===== config.mk =====
export PLATFORM = sky130hd
export DESIGN_NAME = block_deinterleaver
export DESIGN_NICKNAME = d
export VERILOG_FILES = /design/src/rtl/deintlv_pkg.sv /design/src/rtl/deintlv_bank.sv /design/src/rtl/block_deinterleaver.sv
export SDC_FILE = /design/constraint.sdc
export NUM_CORES = 1
export LEC_CHECK = 0
export ABC_CLOCK_PERIOD_IN_PS = 3040
export CELL_PAD_IN_SITES_DETAIL_PLACEMENT = 1
export CELL_PAD_IN_SITES_GLOBAL_PLACEMENT = 1
export CORE_ASPECT_RATIO = 1.1
export CORE_MARGIN = 5
export CORE_UTILIZATION = 30
export DETAILED_ROUTE_END_ITERATION = 7
export GPL_ROUTABILITY_DRIVEN = 0
export PLACE_DENSITY = 0.55
export SLEW_MARGIN = 10
export SYNTH_ARGS = -nofsm -noshare
export SYNTH_HDL_FRONTEND = slang
export SYNTH_HIERARCHICAL = 1
export SYNTH_SLANG_ARGS = --single-unit

===== constraint.sdc =====
create_clock -name clk -period 3.04 [get_ports clk]
set_input_delay 0.608 -clock clk [delete_from_list [all_inputs] [get_ports clk]]
set_output_delay 0.608 -clock clk [all_outputs]
set_load 0.1 [all_outputs]

===== src/rtl/deintlv_pkg.sv =====
// -----------------------------------------------------------------------------
// deintlv_pkg
// Shared definitions for the block deinterleaver:
//   - default matrix geometry (DEF_ROWS x DEF_COLS) and derived block size
//   - counter-width helper used for the bank address / row / column counters
//   - write-side and read-side FSM state encodings
// Ports: none (package).
// -----------------------------------------------------------------------------
package deintlv_pkg;

    localparam int DEF_ROWS  = 4;
    localparam int DEF_COLS  = 8;
    localparam int DEF_N     = DEF_ROWS * DEF_COLS;
    localparam int DEF_CNT_W = $clog2(DEF_N);

    // Width of a counter spanning 0..n-1; never narrower than one bit.
    function automatic int cnt_width(input int n);
        if (n > 1) begin
            return $clog2(n);
        end else begin
            return 1;
        end
    endfunction

    typedef enum logic {
        W_FILL = 1'b0,
        W_WAIT = 1'b1
    } w_state_t;

    typedef enum logic {
        R_IDLE  = 1'b0,
        R_DRAIN = 1'b1
    } r_state_t;

endpackage


===== src/rtl/deintlv_bank.sv =====
// -----------------------------------------------------------------------------
// deintlv_bank
// One storage bank of the ping-pong deinterleaver: N single-bit flops, each
// loaded only when the write enable is set and the write address selects it.
// The read port is a purely combinational address mux.
// Ports:
//   i_clk    - clock, rising edge
//   i_rst_n  - asynchronous active-low reset (clears contents)
//   i_we     - write enable
//   i_waddr  - write address (0..N-1)
//   i_wdata  - write data bit
//   i_raddr  - read address (0..N-1)
//   o_rdata  - bit stored at i_raddr
// -----------------------------------------------------------------------------
module deintlv_bank #(
    parameter int N  = 32,
    parameter int AW = 5
) (
    input  logic          i_clk,
    input  logic          i_rst_n,
    input  logic          i_we,
    input  logic [AW-1:0] i_waddr,
    input  logic          i_wdata,
    input  logic [AW-1:0] i_raddr,
    output logic          o_rdata
);

    logic [N-1:0] r_mem;

    // Bit storage: only the addressed flop loads on a write.
    always_ff @(posedge i_clk or negedge i_rst_n) begin
        if (!i_rst_n) begin
            r_mem <= '0;
        end else begin
            for (int i = 0; i < N; i++) begin
                if (i_we && (i_waddr == AW'(i))) begin
                    r_mem[i] <= i_wdata;
                end
            end
        end
    end

    // Read mux; addresses past the end (non power-of-two N) return 0.
    always_comb begin
        o_rdata = 1'b0;
        if (int'(i_raddr) < N) begin
            o_rdata = r_mem[i_raddr];
        end else begin
            o_rdata = 1'b0;
        end
    end

endmodule


===== src/rtl/block_deinterleaver.sv =====
// -----------------------------------------------------------------------------
// block_deinterleaver
// Serial-bit block deinterleaver undoing a ROWS x COLS row-write/column-read
// interleaver. Incoming bit k of a block is stored at bank address k; output
// position j = r*COLS + c is read from bank address c*ROWS + r. Two banks
// are used ping-pong: the write side fills one while the read side drains the
// other. A bank's last write and the other bank's last read may land on the
// same edge; both sides then swap together with no bubble.
//
// Optional feature: define DEINTLV_SOF_EN to add output dout_sof, high with
// dout_valid on output position 0 of every block.
//
// Ports:
//   clk        - clock, rising edge
//   reset_n    - asynchronous active-low reset
//   din        - interleaved serial input bit
//   din_valid  - din is valid
//   din_ready  - block accepts din (registered)
//   dout       - deinterleaved serial output bit (registered)
//   dout_valid - dout is valid (registered, high exactly while draining)
//   dout_ready - downstream accepts dout
//   dout_sof   - (DEINTLV_SOF_EN only) first bit of a block
// -----------------------------------------------------------------------------
module block_deinterleaver
    import deintlv_pkg::*;
#(
    parameter int ROWS = DEF_ROWS,
    parameter int COLS = DEF_COLS
) (
    input  logic clk,
    input  logic reset_n,
    input  logic din,
    input  logic din_valid,
    output logic din_ready,
    output logic dout,
    output logic dout_valid,
    input  logic dout_ready
`ifdef DEINTLV_SOF_EN
    ,
    output logic dout_sof
`endif
);

    localparam int N     = ROWS * COLS;
    localparam int CNT_W = cnt_width(N);
    localparam int ROW_W = cnt_width(ROWS);
    localparam int COL_W = cnt_width(COLS);

    localparam logic [CNT_W-1:0] LAST_C     = CNT_W'(N - 1);
    localparam logic [CNT_W-1:0] ROWS_C     = CNT_W'(ROWS);
    localparam logic [CNT_W-1:0] ONE_C      = CNT_W'(1);
    localparam logic [COL_W-1:0] COL_LAST_C = COL_W'(COLS - 1);

    // Write side
    w_state_t           r_wstate;
    w_state_t           w_wstate_nxt;
    logic               r_wsel;
    logic               w_wsel_nxt;
    logic [CNT_W-1:0]   r_wcnt;
    logic [CNT_W-1:0]   w_wcnt_nxt;
    logic               r_din_ready;

    // Read side
    r_state_t           r_rstate;
    r_state_t           w_rstate_nxt;
    logic               r_rsel;
    logic               w_rsel_nxt;
    logic [CNT_W-1:0]   r_rcnt;
    logic [CNT_W-1:0]   w_rcnt_nxt;
    logic [CNT_W-1:0]   r_raddr;
    logic [CNT_W-1:0]   w_raddr_nxt;
    logic [ROW_W-1:0]   r_rrow;
    logic [ROW_W-1:0]   w_rrow_nxt;
    logic [COL_W-1:0]   r_rcol;
    logic [COL_W-1:0]   w_rcol_nxt;

    // Shared
    logic [1:0]         r_full;
    logic [1:0]         w_full_nxt;
    logic [1:0]         w_bank_we;
    logic [1:0]         w_bank_rd;
    logic               r_dout;
    logic               w_dout_nxt;
    logic               r_dout_valid;
    logic               r_dout_sof;
    logic               w_dout_sof_nxt;

    logic               w_in_xfer;
    logic               w_out_xfer;
    logic               w_wdone;
    logic               w_rdone;

    assign w_in_xfer  = din_valid & r_din_ready;
    assign w_out_xfer = r_dout_valid & dout_ready;
    assign w_wdone    = w_in_xfer & (r_wcnt == LAST_C);
    assign w_rdone    = w_out_xfer & (r_rcnt == LAST_C);

    assign w_bank_we[0] = w_in_xfer & (r_wsel == 1'b0);
    assign w_bank_we[1] = w_in_xfer & (r_wsel == 1'b1);

    // Both banks share the read address; the selected one feeds dout.
    deintlv_bank #(.N(N), .AW(CNT_W)) u_bank0 (
        .i_clk   (clk),
        .i_rst_n (reset_n),
        .i_we    (w_bank_we[0]),
        .i_waddr (r_wcnt),
        .i_wdata (din),
        .i_raddr (w_raddr_nxt),
        .o_rdata (w_bank_rd[0])
    );

    deintlv_bank #(.N(N), .AW(CNT_W)) u_bank1 (
        .i_clk   (clk),
        .i_rst_n (reset_n),
        .i_we    (w_bank_we[1]),
        .i_waddr (r_wcnt),
        .i_wdata (din),
        .i_raddr (w_raddr_nxt),
        .o_rdata (w_bank_rd[1])
    );

    // Write FSM next state: fill a bank, then swap or wait for the other bank.
    always_comb begin
        w_wstate_nxt = r_wstate;
        w_wsel_nxt   = r_wsel;
        w_wcnt_nxt   = r_wcnt;
        case (r_wstate)
            W_FILL: begin
                if (w_in_xfer) begin
                    if (w_wdone) begin
                        w_wcnt_nxt = '0;
                        // Other bank still holds data unless it finishes draining now.
                        if (r_full[~r_wsel] && !(w_rdone && (r_rsel != r_wsel))) begin
                            w_wstate_nxt = W_WAIT;
                        end else begin
                            w_wsel_nxt = ~r_wsel;
                        end
                    end else begin
                        w_wcnt_nxt = r_wcnt + ONE_C;
                    end
                end else begin
                    w_wcnt_nxt = r_wcnt;
                end
            end
            W_WAIT: begin
                if (w_rdone) begin
                    w_wstate_nxt = W_FILL;
                    w_wsel_nxt   = ~r_wsel;
                end else begin
                    w_wstate_nxt = W_WAIT;
                end
            end
            default: begin
                w_wstate_nxt = W_FILL;
                w_wsel_nxt   = 1'b0;
                w_wcnt_nxt   = '0;
            end
        endcase
    end

    // Read FSM next state: drain in column-major address order.
    always_comb begin
        w_rstate_nxt = r_rstate;
        w_rsel_nxt   = r_rsel;
        w_rcnt_nxt   = r_rcnt;
        w_raddr_nxt  = r_raddr;
        w_rrow_nxt   = r_rrow;
        w_rcol_nxt   = r_rcol;
        case (r_rstate)
            R_IDLE: begin
                // Banks complete in the same order they are drained, so the
                // next bank to read is always r_rsel.
                if (r_full[r_rsel]) begin
                    w_rstate_nxt = R_DRAIN;
                end else begin
                    w_rstate_nxt = R_IDLE;
                end
            end
            R_DRAIN: begin
                if (w_out_xfer) begin
                    if (w_rdone) begin
                        w_rsel_nxt  = ~r_rsel;
                        w_rcnt_nxt  = '0;
                        w_raddr_nxt = '0;
                        w_rrow_nxt  = '0;
                        w_rcol_nxt  = '0;
                        // Continue without a bubble if the other bank is full
                        // or completes on this very edge (address 0 is long written).
                        if (r_full[~r_rsel] || (w_wdone && (r_wsel != r_rsel))) begin
                            w_rstate_nxt = R_DRAIN;
                        end else begin
                            w_rstate_nxt = R_IDLE;
                        end
                    end else begin
                        w_rcnt_nxt = r_rcnt + ONE_C;
                        if (r_rcol == COL_LAST_C) begin
                            w_rcol_nxt  = '0;
                            w_rrow_nxt  = r_rrow + ROW_W'(1);
                            w_raddr_nxt = CNT_W'(r_rrow) + ONE_C;
                        end else begin
                            w_rcol_nxt  = r_rcol + COL_W'(1);
                            w_raddr_nxt = r_raddr + ROWS_C;
                        end
                    end
                end else begin
                    w_rstate_nxt = R_DRAIN;
                end
            end
            default: begin
                w_rstate_nxt = R_IDLE;
                w_rsel_nxt   = 1'b0;
                w_rcnt_nxt   = '0;
                w_raddr_nxt  = '0;
                w_rrow_nxt   = '0;
                w_rcol_nxt   = '0;
            end
        endcase
    end

    // Bank-full flags plus next output bit and start-of-block marker.
    always_comb begin
        w_full_nxt = r_full;
        if (w_wdone) begin
            w_full_nxt[r_wsel] = 1'b1;
        end else begin
            w_full_nxt[r_wsel] = r_full[r_wsel];
        end
        if (w_rdone) begin
            w_full_nxt[r_rsel] = 1'b0;
        end else begin
            w_full_nxt[r_rsel] = w_full_nxt[r_rsel];
        end
        if (w_rstate_nxt == R_DRAIN) begin
            w_dout_nxt     = w_bank_rd[w_rsel_nxt];
            w_dout_sof_nxt = (w_rcnt_nxt == '0);
        end else begin
            w_dout_nxt     = 1'b0;
            w_dout_sof_nxt = 1'b0;
        end
    end

    // Write-side state register.
    always_ff @(posedge clk or negedge reset_n) begin
        if (!reset_n) begin
            r_wstate    <= W_FILL;
            r_wsel      <= 1'b0;
            r_wcnt      <= '0;
            r_din_ready <= 1'b0;
        end else begin
            r_wstate    <= w_wstate_nxt;
            r_wsel      <= w_wsel_nxt;
            r_wcnt      <= w_wcnt_nxt;
            r_din_ready <= (w_wstate_nxt == W_FILL);
        end
    end

    // Read-side state register.
    always_ff @(posedge clk or negedge reset_n) begin
        if (!reset_n) begin
            r_rstate <= R_IDLE;
            r_rsel   <= 1'b0;
            r_rcnt   <= '0;
            r_raddr  <= '0;
            r_rrow   <= '0;
            r_rcol   <= '0;
        end else begin
            r_rstate <= w_rstate_nxt;
            r_rsel   <= w_rsel_nxt;
            r_rcnt   <= w_rcnt_nxt;
            r_raddr  <= w_raddr_nxt;
            r_rrow   <= w_rrow_nxt;
            r_rcol   <= w_rcol_nxt;
        end
    end

    // Bank flags and registered output stage.
    always_ff @(posedge clk or negedge reset_n) begin
        if (!reset_n) begin
            r_full       <= 2'b00;
            r_dout       <= 1'b0;
            r_dout_valid <= 1'b0;
            r_dout_sof   <= 1'b0;
        end else begin
            r_full       <= w_full_nxt;
            r_dout       <= w_dout_nxt;
            r_dout_valid <= (w_rstate_nxt == R_DRAIN);
            r_dout_sof   <= w_dout_sof_nxt;
        end
    end

    assign din_ready  = r_din_ready;
    assign dout       = r_dout;
    assign dout_valid = r_dout_valid;

`ifdef DEINTLV_SOF_EN
    assign dout_sof = r_dout_sof;
`else
    logic w_sof_unused;
    assign w_sof_unused = r_dout_sof;
`endif

endmodule


Yosys cells after proc, flatten, opt, wreduce, memory -nomap -nowiden
Index checks and enable logic that the tools add are counted.
W data, S select, Z words.
{"block": "word_totals", "elab_cells": 273, "out_inout_bits": 3, "inputBits": 5, "reg_bits": 92}
{"block": "classes", "reduce_logical": 77, "order_cmp": 8, "muxes": 53, "bitwise": 14, "n_eq_ne": 39, "add_sub_neg": 6}
{"op": "$eq A5 B5 Y1 const B", "n": 17}
{"op": "$logic_and A1 B1 Y1", "n": 69}
{"op": "$eq A5 B4 Y1 const B", "n": 8}
{"op": "$mux W1", "n": 32}
{"op": "$mux W5", "n": 6}
{"op": "$eq A5 B3 Y1 const B", "n": 4}
{"op": "$add A5 B1 Y5 const B", "n": 2}
{"op": "$bmux W1 S5", "n": 2}
{"op": "$eq A5 B2 Y1 const B", "n": 2}
{"op": "$lt A1 B2 Y1 const B", "n": 5}
{"op": "$mux W2", "n": 4}
{"op": "$and A1 B1 Y1", "n": 6}
{"op": "$lt A5 B6 Y1 const B", "n": 1}
{"op": "$mux W3", "n": 2}
{"op": "$ne A2 B2 Y1 const B", "n": 3}
{"op": "$pmux W1 S2", "n": 3}
{"op": "$add A5 B3 Y5 const B", "n": 1}
{"op": "$eq A5 B1 Y1 const B", "n": 1}
{"op": "$logic_not A5 Y1", "n": 1}
{"op": "$not A1 Y1", "n": 5}
{"op": "$bwmux W2", "n": 2}
{"op": "$reduce_and A2 Y1", "n": 2}
{"op": "$reduce_and A4 Y1", "n": 1}
{"op": "$add A2 B1 Y3 const B", "n": 1}
{"op": "14 further kinds", "n": 17}

Longest topological paths before layout
Gate-level depths: netlist of the first run.
{"block": "depth", "depth_word": 10, "depth_mapped": 16, "mapped_depth_nobuf": 13}

Hierarchy
The synthesis of the first run kept the hierarchy.
{"module": "deintlv_bank", "instances": 2, "cells_each": 159, "seq_area_each_um2": 800.8, "area_per_inst_um2": 1752.9}
{"module": "block_deinterleaver", "instances": 1, "cells_each": 141, "seq_area_each_um2": 700.7, "area_per_inst_um2": 1447.6}

Least setup slack after synthesis of the first run
No wires, ideal clock.
{"block": "synth_timing", "kind": "flip-flop to flip-flop", "startpoint": "register r_rcnt[0]", "endpoint": "register r_dout (netlist: dout)", "n_path_buf": 4, "setup_slack_ns": 0.141, "required_time_ns": 2.920, "setup_ns": 0.120, "synth_period_minus_slack_ns": 2.899, "t_arrival_ns": 2.779, "path_stages_with_launch": 17, "path_cell_list": "dfrtp_1 ha_1 and3_1 ha_1 buf_6 and3_1 buf_6 a21oi_1 buf_6 buf_6 mux2i_1 a22oi_1 nand3_1 nand2_1 a311o_1 mux2i_1 nor2b_1"}
{"block": "synth_between", "elab_chain_len": 10, "elab_cells_between_ends": 18, "classes_between": "eq/ne (1); mux (16); bitwise (1)"}
{"element": "from (decl)", "line": "block_deinterleaver.sv:68", "source": "logic [CNT_W-1:0] r_rcnt;"}
{"element": "from (signal assigned)", "line": "block_deinterleaver.sv:269", "source": "r_rcnt <= w_rcnt_nxt;"}
{"element": "$eq A5 B5 Y1", "line": "block_deinterleaver.sv:96", "source": "assign w_rdone = w_out_xfer & (r_rcnt == LAST_C);"}
{"element": "$and A1 B1 Y1", "line": "block_deinterleaver.sv:96"}
{"element": "$mux W5", "line": "block_deinterleaver.sv:181", "source": "if (w_rdone) begin"}
{"element": "$mux W5", "line": "block_deinterleaver.sv:180", "source": "if (w_out_xfer) begin"}
{"element": "$mux W5", "line": "block_deinterleaver.sv:169", "source": "case (r_rstate)"}
{"element": "via w_raddr_nxt[1]", "line": "block_deinterleaver.sv:71", "source": "logic [CNT_W-1:0] w_raddr_nxt;"}
{"element": "$bmux W1 S5", "line": "deintlv_bank.sv:47", "source": "o_rdata = r_mem[i_raddr];"}
{"element": "$mux W1 (not written as such)", "line": "deintlv_bank.sv:47"}
{"element": "via w_bank_rd[1]", "line": "block_deinterleaver.sv:81", "source": "logic [1:0] w_bank_rd;"}
{"element": "$mux W1 (not written as such) (2 in a row)", "line": "block_deinterleaver.sv:234", "source": "w_dout_nxt = w_bank_rd[w_rsel_nxt];"}
{"element": "$mux W1", "line": "block_deinterleaver.sv:233", "source": "if (w_rstate_nxt == R_DRAIN) begin"}
{"element": "via w_dout_nxt", "line": "block_deinterleaver.sv:83", "source": "logic w_dout_nxt;"}
{"element": "to (signal assigned)", "line": "block_deinterleaver.sv:285", "source": "r_dout <= w_dout_nxt;"}
{"element": "to (decl)", "line": "block_deinterleaver.sv:82", "source": "logic r_dout;"}
The timed path passes the listed nets, and every way through them passes these cells. The select of a mux whose other input is x is not followed.
A chain may end at the register's enable or synchronous reset.

Final worst setup path of the first run
Ends and elaborated chain as after synthesis.

==> reports/metrics.cfg, run 1 <==
[outcome]
status = finished, final reports clean

[synth]
ffs_latches_synth = 92
postSynth.asyncResetShare_pct = 100
synth_edf_count = 0
syn-num-nets = 472
synth.largest_area_cell = dfrtp_1
synth_top_area_share_pct = 46.5
yosysSeqAreaShare_pct = 46.5
mappedNetlistArea_um2 = 4950
ys_dominant_reg_cell = dfrtp_1
synthTopCellsByCount = dfrtp_1 (92), mux2_2 (67), nand2_1 (53)
synthesis.area_per_instance_um2 = 10.8
yosys-top-cells-area = dfrtp_1 (46%), mux2_2 (15%), mux2i_1 (6.9%)
synthDistinctLibCells = 46
synth_cells = 459
synthesis.yosys.warnings = 6
post-synth-top-count-cell = dfrtp_1

[floorplan]
floorplan.die_area_um2 = 19200
die_y_extent_um = 145
core-area_um2 = 16300
fp-row-count = 49
die_w_um = 133
boundaryPins = 8
initial_core_utilization_pct = 30.4

[final_layout]
fillCellCount = 1863
multiInputGateArea_um2 = 2520
relative_area_change_from_synthesis_to_final_layout_pct = 15.7
post_route_cells_drive_above_1_share_pct = 28.3
n_antenna_cell = 0
layout.nets = 504
postLayoutCellArea_um2 = 5730
regArea_um2 = 2300

[placed_design]
place.port_buffers = 7
dp.final_hpwl_um = 8470
worst_setup_slack_before_clock_tree_synthesis_ns = -0.114
placement.cell_area_um2 = 5320

[route]
avgRoutedWirePerCell_um = 17.9
via_per_inst = 5.04
sum_of_routed_wire_length_over_all_layers_um = 12500
drtAntennaViolNets = 0
drtIter0Drc = 137
drc = 0
vias = 3524
drt_pass1_iterations = 4

[power]
power_leakage_nw = 2.52
power_switching_w = 0.00193
power.density_nw_per_um2 = 890
clkPwrFrac_pct = 20.7
seqPwrFrac_pct = 38.2
power.ir.vdd_worst_mv = 0.279
combinationalPowerShare_pct = 41.0
netSwitchingFraction_pct = 37.7
power_report.internal_total_w = 0.00318

[cts]
cts-root-to-sink-buffers = 2
cts.sink_count = 92
cts_made_buffers = 9
cts_tree = built
clkTransAtPathRegs_ns = 0.07
number_of_hold_buffers_added_after_cts = 0
clock_latency_ns = 0.35
htree_levels = 3
cts.root.buffer_cell = clkbuf_16

[timing]
max_slew.worst_pin.slew_ns = 1.05
max_clock_freq_mhz = 342
slew_headroom_pct = 30.2
final_report_hold_violation_count = 0
maxSlewViolCount = 0
post-route-period-util_pct = 96.1
worst_clock_skew_ns = 0.0117
finalCriticalPeriod_ns = 2.92
timing.final.ws_setup_ns = 0.119
setup_viol_count_final = 0

[critical_path]
worst_setup_path_end_kind = flop
critPathArrivalTime_ns = 3.16
critical-path-top-cell-by-count = ha_1
crit_fanout = 12
cell_class_contributing_the_biggest_share_of_worst_path_delay = simple AND/OR/NAND/NOR gates
worstPathCellList = ha_1 > and3_1 > ha_1 > and3_2 > a21oi_4 > buf_4 > buf_12 > mux2i_2 > a22oi_1 > nand4b_1 > a21oi_1 > a311o_1 > mux2i_1 > nor2b_1
max_stage_delay_ns = 0.40
timing.critical_path.from_type = flop
worst-setup-path-type = reg2reg
cpMaxStageDelayCell = dfrtp_1
crit_buf_inv = 2
worst-endpoint-required_ns = 3.28

[global_routing]
grt-ovfl-total = 0
number_of_global_route_vias_before_repair = 3801
pin_count_of_the_biggest_net_entering_global_routing = 65
grt_util_all_layers_pct = 13.7
grt_first_pass_wirelength_um = 20600
antenna_found_initial = 0

[worst_hold_path]
worst_hold_path_type = in2async

[run]
maxCapViolCount = 0

## routing by layer
metal  part of all wire (%)  track usage [%]
met1                     47             17.0
met2                     50             24.1
met3                    1.5             2.07
met4                    1.7             5.53
met5                      0                0
## through the flow
step | TNS, ns | utilization [%] | instances | hold slack [ns] | power, W
2_1_floorplan | 0 | - | 459 | 0.312 | 0.00330
3_3_place_gp | -0.0285 | 32.6 | 673 | 0.447 | 0.00387
3_5_place_dp | -0.114 | 32.6 | 673 | 0.480 | 0.00393
4_1_cts | 0 | 34.2 | 688 | 0.305 | 0.00501
5_1_grt | -0.00627 | 35.1 | 699 | 0.342 | 0.00545
6_report | 0 | 35.1 | 699 | 0.274 | 0.00510
## path summary, 6_finish.rpt
check | from | slack [ns] | endpoint | depth (start not counted)
max reg2reg | r_rcnt[0] | 0.12 | dout | 14
max | r_rcnt[0] | 0.12 | dout | 14
min in group clk | r_rcnt[3] | 0.48 | r_rcnt[3] | 1
min | reset_n | 0.27 | r_rcnt[3] | 1
min reg2reg | r_rcnt[3] | 0.48 | r_rcnt[3] | 1
max in group asynchronous | reset_n | 2.08 | u_bank0/r_mem[26] | 2
## cell usage in the layout (no fill, tap or decap), types with 4 or more instances in the layout
master / count
and2b_1: 6
nor2_1: 42
ha_1: 8
mux2_2: 67
nor2b_1: 13
a22oi_1: 8
o21ai_1: 4
dfrtp_1: 92
nand4_1: 4
and3_1: 5
a21oi_1: 13
nor3_1: 13
nand2b_1: 11
o21ai_0: 11
nand2_1: 53
buf_4: 32
clkbuf_16: 11
mux2i_1: 31
nand3_1: 15
## logic make-up after synthesis
group,share of synthesized area (%)
compound gates,6.77
mux,22.4
xor+xnor,0.682
flops,46.5
simple gates,18.5
fa+ha+maj,2.02
buf+inv,3.18
## power by group through the flow
stage	logic (W)	clock network (W)	registers, W
6_report	0.00209	0.00106	0.00195
5_1_grt	0.00230	0.00114	0.00201
4_1_cts	0.00196	0.00109	0.00196
3_5_place_dp	0.00195	0	0.00198
3_3_place_gp	0.00190	0	0.00196
2_1_floorplan	0.00141	0	0.00190
## flip-flops by register name (all words and copies together), names as in the netlist
| name | count |
|---|---|
| u_bank0/r_mem | 32 |
| u_bank1/r_mem | 32 |
| r_raddr | 5 |
| r_rcnt | 5 |
| r_wcnt | 5 |
| r_rcol | 3 |
| r_full | 2 |
| r_rrow | 2 |
| din_ready | 1 |
| dout | 1 |
| dout_valid | 1 |
| r_rsel | 1 |
| r_wsel | 1 |
| r_wstate | 1 |
## worst reg2reg max path, cell delays in order (launching register included)
cell	delay [ns]
dfrtp_1	0.40
ha_1	0.23
and3_1	0.21
ha_1	0.22
and3_2	0.28
a21oi_4	0.14
buf_4	0.16
buf_12	0.14
mux2i_2	0.23
a22oi_1	0.09
nand4b_1	0.13
a21oi_1	0.05
a311o_1	0.34
mux2i_1	0.13
nor2b_1	0.06
## final cells by class
| class | count | area share, % |
|---|---|---|
| repair buffers | 40 | 6.55 |
| clock buffers | 13 | 4.54 |
| well taps | 204 | 4.45 |
| multi-input cells | 346 | 44.0 |
| flip-flops and latches | 92 | 40.2 |
| inverters | 2 | 0.131 |
| clock inverters | 2 | 0.175 |
## repair_timing
| item | in CTS | in global routing |
|---|---|---|
| buffers inserted | 0 | 9 |
| setup endpoints to repair | 0 | 1 |
| resized for setup | 0 | 9 |
Power figures use the tool's default switching activity.
==> inputs of run 2 (changes only) <==
- CTS_BUF_LIST: unset -> sky130_fd_sc_hd__clkbuf_4 sky130_fd_sc_hd__clkbuf_8
- SLEW_MARGIN: 10 -> 20
==> reports/metrics.cfg, run 2 (synthesized netlist as in run 1, its figures left out) <==
[final_layout]
layout.nets = 506  ; +0.40%
layout_commonest_cell = dfrtp_1
layout_top_registers = u_bank0/r_mem (32), u_bank1/r_mem (32)
relative_area_change_from_synthesis_to_final_layout_pct = 14.2
layoutNonFillerInstCount = 701  ; +0.29%
final_core_utilization_pct = 34.7  ; -0.47 points
n_antenna_cell = 0  ; unchanged
post_route_cells_drive_above_1_share_pct = 29.0  ; +0.69 points
most-common-layout-cells = dfrtp_1 (92), mux2_2 (67), nand2_1 (53)

[critical_path]
cpMaxStageDelayCell = dfrtp_1
worst_setup_path_end_kind = flop
critPathArrivalTime_ns = 3.21  ; +0.05 ns
max_stage_delay_ns = 0.42  ; +0.02 ns
worst-endpoint-required_ns = 3.31  ; +0.03 ns
setup.reg_to_reg.worst_slack_ns = 0.10  ; -0.02 ns
worst-setup-path-type = reg2reg
r2r-end = dout
r2r_cells = 13  ; -1
worstPathCellList = ha_1 > and3_1 > ha_1 > and3_2 > a21oi_4 > buf_4 > buf_12 > buf_4 > mux2i_2 > a211oi_1 > a311o_1 > mux2i_1 > nor2b_1
r2r_start = r_rcnt[0]
timing.critical_path.from_type = flop
crit_fanout = 5  ; -7

[power]
power_report.internal_total_w = 0.00295  ; -7.1%
power.total_w = 0.00484  ; -5.2%
netSwitchingFraction_pct = 39.0  ; +1.3 points
power.ir.vdd_worst_mv = 0.321  ; +15%
power_leakage_nw = 2.49  ; -1.1%
power_switching_w = 0.00189  ; -2.0%
combinationalPowerShare_pct = 43.7  ; +2.7 points
seqPwrFrac_pct = 40.3  ; +2.1 points
power.density_nw_per_um2 = 856  ; -3.9%
clkPwrFrac_pct = 16.1  ; -4.6 points

[route]
vias = 3533  ; +0.26%
via_per_inst = 5.04  ; about the same
drt_pass1_iterations = 4  ; unchanged
sum_of_routed_wire_length_over_all_layers_um = 12600  ; +0.65%
drtAntennaViolNets = 0  ; unchanged
drtIter0Drc = 130  ; -5.1%
drc = 0  ; unchanged
avgRoutedWirePerCell_um = 17.9  ; +0.36%

[floorplan]
core-area_um2 = 16300  ; unchanged
floorplan.die_area_um2 = 19200  ; unchanged
boundaryPins = 8  ; unchanged
die_y_extent_um = 145  ; unchanged
die_w_um = 133  ; unchanged
initial_core_utilization_pct = 30.4  ; unchanged
fp-row-count = 49  ; unchanged

[cts]
cts_tree = built
cts_made_buffers = 9  ; unchanged
cts.sink_count = 92  ; unchanged
clock_latency_ns = 0.38  ; +0.03 ns
htree_levels = 3  ; unchanged
number_of_hold_buffers_added_after_cts = 0  ; unchanged
cts-root-to-sink-buffers = 2  ; unchanged
cts.root.buffer_cell = clkbuf_8
clkTransAtPathRegs_ns = 0.09  ; +0.02 ns

[global_routing]
antenna_found_initial = 0  ; unchanged
grt_util_all_layers_pct = 13.7  ; -0.031 points
pin_count_of_the_biggest_net_entering_global_routing = 65  ; unchanged
grt_first_pass_wirelength_um = 20500  ; -0.40%
number_of_global_route_vias_before_repair = 3781  ; -0.53%
grt-ovfl-total = 0  ; unchanged

[timing]
finalCriticalPeriod_ns = 2.94  ; +0.0188 ns
final_report_hold_violation_count = 0  ; unchanged
timing.final.ws_setup_ns = 0.100  ; -0.0188 ns
worst_clock_skew_ns = 0.0167  ; +0.00505 ns
final.setup.tns_ns = 0  ; unchanged
max_clock_freq_mhz = 340  ; -0.64%
setup_viol_count_final = 0  ; unchanged
maxSlewViolCount = 0  ; unchanged
post-route-period-util_pct = 96.7  ; +0.62 points
max_slew.worst_pin.slew_ns = 0.657  ; -0.390 ns
slew_headroom_pct = 56.2  ; +26 points

[placed_design]
post-place-cells = 673  ; unchanged
dp.final_hpwl_um = 8470  ; unchanged
place.port_buffers = 7  ; unchanged
worst_setup_slack_before_clock_tree_synthesis_ns = -0.114  ; unchanged

[run]
maxCapViolCount = 0  ; unchanged

[outcome]
status = finished, final reports clean

[worst_hold_path]
worst_hold_path_type = in2async

## run 2: worst max-delay path by stage
stage	start	endpoint	slack, ns	depth (start not counted)
after floorplan	r_rcnt[0]	dout	0.14	16
after global placement	dout_ready	dout	-0.03	12
after detailed placement	dout_ready	dout	-0.11	12
after CTS	r_rcnt[0]	dout	0.02	13
after global routing	r_rcnt[0]	dout	-0.01	14
final	r_rcnt[0]	dout	0.10	13
## run 2: what timing repair did
item	4_1_cts	5_1_grt
gates resized for setup	0	9
endpoints found under the setup margin	0	1
buffers inserted	0	11
## run 2: cell type report
| class | count | area, um2 |
|---|---|---|
| Fill cell | 1874 | 10700 |
| Multi-Input combinational cell | 346 | 2520 |
| Sequential cell | 92 | 2300 |
| Timing Repair Buffer | 42 | 393 |
| Tap cell | 204 | 255 |
| Clock buffer | 13 | 166 |
| Clock inverter | 2 | 10.0 |
| Inverter | 2 | 7.51 |
## run 2: metrics by stage
step	cell area (um2)	hold WS, ns
2_1_floorplan	4950	0.312
3_3_place_gp	5320	0.447
3_5_place_dp	5320	0.480
4_1_cts	5490	0.255
5_1_grt	5660	0.294
6_report	5660	0.241
## run 2: worst max-delay path, delay by kind of cell, from the launching register on
kind | cells | cell delay, ns
and+or+nand+nor | 3 | 0.54
adders and majority gates | 2 | 0.45
buffers and inverters | 3 | 0.41
muxes | 2 | 0.38
AOI/OAI and AO/OA | 3 | 0.63
DFF | 1 | 0.42
## run 2: power groups by stage
stage	Clock [W]	Combinational, W	Sequential (W)
3_3_place_gp	0	0.00190	0.00196
4_1_cts	0.000820	0.00196	0.00195
2_1_floorplan	0	0.00141	0.00190
3_5_place_dp	0	0.00195	0.00198
5_1_grt	0.000863	0.00232	0.00201
6_report	0.000777	0.00211	0.00195
## run 2: layer usage
metal	track usage, %	part of all wire (%)	vias to the layer above
met1	17.1	47	1818
met2	23.8	50	24
met4	5.53	1.7	0
li1	-	-	1679
met3	2.07	1.5	12
met5	0	0	-
==> inputs of run 3 (changes only) <==
- GPL_ROUTABILITY_DRIVEN: 0 -> 1
==> results of run 3 <==
The final DEF is identical to that of run 2; final timing and power are the same.
